File: src/rtl/prach_tdm_mux.sv
// prach_tdm_mux: buffers per-channel PRACH samples and emits them as a round-robin TDM stream
// Ports:
//   clk, rst_n            clock, asynchronous active-low reset
//   din_dq[NUM_CHN*96]    per channel 3 lanes of {Q[31:16], I[15:0]}; channel k at [k*96 +: 96]
//   din_dv[NUM_CHN]       per-channel sample valid
//   sync_in               frame strobe: flushes FIFOs, realigns slot counter to 0
//   dout_dq[96]           TDM output lanes, dout_dv its valid, dout_chn the slot index
//   sync_out              marks the slot-0 output two cycles after sync_in
//   ctrl_chn_en           per-channel enable, ctrl_ovf_clr clears stat_ovf
//   stat_ovf              sticky per-channel overflow
module prach_tdm_mux #(
  parameter int NUM_CHN    = 8,
  parameter int FIFO_DEPTH = 4
) (
  input  logic                   clk,
  input  logic                   rst_n,
  input  logic [NUM_CHN*96-1:0]  din_dq,
  input  logic [NUM_CHN-1:0]     din_dv,
  input  logic                   sync_in,
  output logic [95:0]            dout_dq,
  output logic                   dout_dv,
  output logic [7:0]             dout_chn,
  output logic                   sync_out,
  input  logic [NUM_CHN-1:0]     ctrl_chn_en,
  input  logic                   ctrl_ovf_clr,
  output logic [NUM_CHN-1:0]     stat_ovf
);
  localparam int SW = $clog2(NUM_CHN);
  localparam int AW = $clog2(FIFO_DEPTH);
  localparam int CW = AW + 1;
  logic [SW-1:0]        s;
  logic                 sync_d;
  logic [95:0]          head [NUM_CHN];
  logic [NUM_CHN-1:0]   pop;
  logic [NUM_CHN-1:0]   ovf;
  for (genvar k = 0; k < NUM_CHN; k++) begin : g_chn
    logic [95:0]   mem [FIFO_DEPTH];
    logic [AW-1:0] wp;
    logic [AW-1:0] rp;
    logic [CW-1:0] cnt;
    logic          full;
    logic          wr_req;
    logic          wr;
    assign full   = cnt == CW'(FIFO_DEPTH);
    assign wr_req = din_dv[k] & ctrl_chn_en[k] & ~sync_in;
    // pop uses the registered occupancy, so a same-cycle write can never bypass
    assign pop[k] = (s == SW'(k)) & ctrl_chn_en[k] & (cnt != '0) & ~sync_in;
    // a full FIFO still accepts a write when its head leaves in the same cycle
    assign wr     = wr_req & (~full | pop[k]);
    assign ovf[k] = wr_req & full & ~pop[k];
    assign head[k] = mem[rp];
    always_ff @(posedge clk)
      if (wr) mem[wp] <= din_dq[k*96 +: 96];
    always_ff @(posedge clk or negedge rst_n)
      if (!rst_n) begin
        wp  <= '0;
        rp  <= '0;
        cnt <= '0;
      end else if (sync_in) begin
        wp  <= '0;
        rp  <= '0;
        cnt <= '0;
      end else begin
        if (wr) wp <= wp + AW'(1);
        if (pop[k]) rp <= rp + AW'(1);
        cnt <= cnt + CW'(wr) - CW'(pop[k]);
      end
  end
  always_ff @(posedge clk or negedge rst_n)
    if (!rst_n) begin
      s        <= '0;
      sync_d   <= 1'b0;
      sync_out <= 1'b0;
      dout_dq  <= '0;
      dout_dv  <= 1'b0;
      dout_chn <= '0;
      stat_ovf <= '0;
    end else begin
      s        <= (sync_in || s == SW'(NUM_CHN-1)) ? '0 : s + SW'(1);
      sync_d   <= sync_in;
      // a repeated sync_in cancels the pending marker so only the last one fires
      sync_out <= sync_d & ~sync_in;
      dout_chn <= 8'(s);
      dout_dv  <= |pop;
      if (|pop) dout_dq <= head[s];
      // overflow set takes priority over the clear pulse
      stat_ovf <= (ctrl_ovf_clr ? '0 : stat_ovf) | ovf;
    end
endmodule
File: config.mk
export PLATFORM = sky130hd
export DESIGN_NAME = prach_tdm_mux
export DESIGN_NICKNAME = d
export VERILOG_FILES = /design/src/rtl/prach_tdm_mux.sv
export SDC_FILE = /design/constraint.sdc
export NUM_CORES = 2
export LEC_CHECK = 0
export CORE_UTILIZATION = 53
export DETAILED_ROUTE_END_ITERATION = 8
export GPL_TIMING_DRIVEN = 0
export PLACE_DENSITY_LB_ADDON = 0.08
export RECOVER_POWER = 25
export REMOVE_ABC_BUFFERS = 1
export SYNTH_ARGS = -nofsm -noshare
export SYNTH_HDL_FRONTEND = slang
export SYNTH_SLANG_ARGS = --single-unit
File: constraint.sdc
create_clock -name clk -period 15.5 [get_ports clk]
set_input_delay 1.55 -clock clk [delete_from_list [all_inputs] [get_ports clk]]
set_output_delay 1.55 -clock clk [all_outputs]
set_load 0.05 [all_outputs]
==> results.sh <==
export IMPL_setup_viol=0
export IMPL_clk_pin_slew_worst_paths_ps=60
export IMPL_synth_area_per_cell_um2=21.9
export IMPL_fin_util_pct=64.9
export IMPL_slew_headroom_pct=-290
export IMPL_routabilityCongestion=0.759
export IMPL_wl_mm=382
export IMPL_grt_max_degree=74
export IMPL_dp_cells=9382
export IMPL_fp_row_count=176
export IMPL_flow_area_growth_from_synthesis_pct=21.4
export IMPL_rr_startpoint="s[1]$_DFF_PN0_"
export IMPL_endpoint_kind="asynchronous set/reset pin"
export IMPL_clockBufferDepth=4
export IMPL_track_usage_pct=32.8
export IMPL_place_ws_ps=10180
export IMPL_synth_top_area_cell="edfxtp_1"
export IMPL_die_w_um=484
export IMPL_overflow=0
export IMPL_violations="capacitance limit, slew limit"
export IMPL_syn_instance_count=5607
export IMPL_netlist_area_leader_share_pct=75.0
export IMPL_power_density_nw_per_um2=132
export IMPL_drt_iter0_markers=7949
export IMPL_cp_start_kind="input port"
export IMPL_seq_area_frac_synth_pct=78.4
export IMPL_numCtsBuffers=343
export IMPL_crit_chain="clkbuf_1 > clkbuf_1"
export IMPL_mostFrequentLayoutCell="edfxtp_1"
export IMPL_hold_viol=0
export IMPL_cpPeakStageDelay_ps=4090
export IMPL_initial_utilization_pct=53.4
export IMPL_dp_hpwl_mm=251
export IMPL_synth_edf_count=3072
export IMPL_cp_required_ps=15120
export IMPL_finalCriticalPeriod_ps=8070
export IMPL_io_pins=902
export IMPL_wl_per_cell_um=37.7
export IMPL_grt_pass1_vias=64800
export IMPL_cp_common_cell="clkbuf_1"
export IMPL_drc_errors=0
export IMPL_vias=65300
export IMPL_postLayoutCellArea_um2=149000
export IMPL_placed_cell_area_um2=139000
export IMPL_cts_tree="done"
export IMPL_hp_class="reg2reg"
export IMPL_cts_sinks=3241
export IMPL_cts_root_buffer="clkbuf_16"
export IMPL_cp_max_fo=73
export IMPL_arrival_ps=7690
export IMPL_p_total_mw=19.7
export IMPL_layout_setup_ws_ps=7430
export IMPL_cts_resized=0
export IMPL_leakage_nw=47.6
export IMPL_fp_dieArea_um2=234000
export IMPL_nFillCells=15300
export IMPL_async_reset_ff_share_pct=5.21
export IMPL_worst_path_buf_inv=2
export IMPL_ctsHoldBuffers=0
export IMPL_worst_path_dominant_cell_family="buffers and inverters"
export IMPL_fin_skew_ps=45.9
export IMPL_holdCritStartpoint="sync_d$_DFF_PN0_"
export IMPL_crit_path_start="rst_n"
export IMPL_coreArea_um2=230000
export IMPL_maxCapViolCount=7
export IMPL_die_y_um=484
export IMPL_period_share_pct=52.1
export IMPL_viasPerCell=6.46
export IMPL_clk_latency_ps=950
export IMPL_synth_seq_cells=3241
export IMPL_slew_viol_final=252
export IMPL_synth_cell_type_count=46
export IMPL_drive_above_1_share_pct=21.0
export IMPL_port_buffers=896
export IMPL_ys_flop_type="edfxtp_1"
export IMPL_postCtsSetupRepairBufs=0
export IMPL_grt_pass1_wl_mm=523
export IMPL_ant_nets=0
export IMPL_crit_type="in2async"
export IMPL_yosys_top_cells_area="edfxtp_1, mux4_2, dfrtp_1"
export IMPL_final_cell_mix="edfxtp_1, mux4_2, clkdlybuf4s50_1"
export IMPL_finalNetCount=7552
export IMPL_worstMarginPinSlew_ps=5850
export IMPL_htreeDepth=5
export IMPL_status="finished with violations"
export IMPL_syn_cell_area_um2=123000
export IMPL_ir_drop_mv=0.174
export IMPL_rsz0062_at_grt="false"
export IMPL_critPathSlowestCell="clkbuf_1"
export IMPL_instances_no_fill=10100
export IMPL_fmax_mhz=124
export IMPL_antenna_found_initial=352
export IMPL_ys_warn_count=0
export IMPL_drt_pre_antenna_iters=6
-- synthesized netlist by cell type, drive strengths merged (3+ instances only) --
| master | number |
|---|---|
| buf | 163 |
| o211ai | 4 |
| inv | 53 |
| o32ai | 7 |
| a21o | 9 |
| o21ai | 176 |
| a31oi | 10 |
| nand3 | 9 |
| xor2 | 14 |
| nor3b | 6 |
| o311ai | 3 |
| mux2i | 102 |
| o221ai | 9 |
| a311oi | 87 |
| nor2b | 20 |
| clkbuf | 151 |
| nand2 | 117 |
| ha | 54 |
| dfrtp | 169 |
| a22o | 9 |
| and2 | 32 |
| a221oi | 9 |
| mux4 | 768 |
| nor3 | 17 |
| xnor2 | 18 |
| fa | 8 |
| o22ai | 177 |
| edfxtp | 3072 |
| o31ai | 8 |
| nor2 | 313 |
-- area by class of cell --
class / count / area [µm²] / share of cell area, %
diodes: 129 / 323 / 0.216
clock buffers: 456 / 9360 / 6.26
clock inverters: 153 / 1170 / 0.785
inverters: 55 / 214 / 0.143
multi-input cells: 2001 / 25200 / 16.8
flip-flops and latches: 3241 / 96500 / 64.6
well taps: 3026 / 3790 / 2.53
repair buffers: 1060 / 12900 / 8.62
-- sequential cells by signal, summed over array words and instances (netlist names) --
signal / cells
stat_ovf: 8
g_chn.cnt: 24
dout_dv: 1
sync_d: 1
sync_out: 1
dout_chn: 3
g_chn.rp: 16
dout_dq: 96
s: 3
g_chn.wp: 16
g_chn.mem: 3072
-- report_power, final --
part / switching (mW) / total, mW / internal (mW)
clock: 3.30 / 7.81 / 4.51
combinational: 1.23 / 1.90 / 0.678
sequential: 0.139 / 9.98 / 9.84
total: 4.66 / 19.7 / 15.0
-- kinds of logic after synthesis --
family | count (synthesis) | share of synthesized area (%)
compound gates | 509 | 2.71
xor+xnor | 32 | 0.228
fa+ha+maj | 62 | 0.679
buf+inv | 369 | 1.31
flops | 3241 | 78.4
mux | 872 | 14.9
other cells | 1 | 0.00305
simple gates | 521 | 1.76
-- path summary, 6_finish.rpt --
| check | end | slack (ps) | cells after the start |
|---|---|---|---|
| max in group clk | dout_dq[44]$_DFFE_PN0P_ | 9240 | 15 |
| worst max register to register | dout_dq[44]$_DFFE_PN0P_ | 9240 | 15 |
| worst min-delay path | sync_out$_DFF_PN0_ | 480 | 1 |
| min in group asynchronous | sync_out$_DFF_PN0_ | 1410 | 1 |
| worst max-delay path | dout_dq[44]$_DFFE_PN0P_ | 7430 | 2 |
| worst min register to register | sync_out$_DFF_PN0_ | 480 | 1 |
-- through the flow --
step / TNS [ps] / hold slack (ps)
global placement: -8940530 / 462
floorplan: 0 / 439
global route: 0 / 511
CTS: 0 / 486
finish: 0 / 476
detailed placement: 0 / 472
-- routing by layer --
metal	track usage (%)	share of wire, %	up-vias
li1	-	-	25800
met1	42.2	36	34700
met2	50.8	47	3561
met3	10.7	11	1061
met4	15.8	5.3	240
met5	0	0.41	-
(Power assumes the default switching activity.)
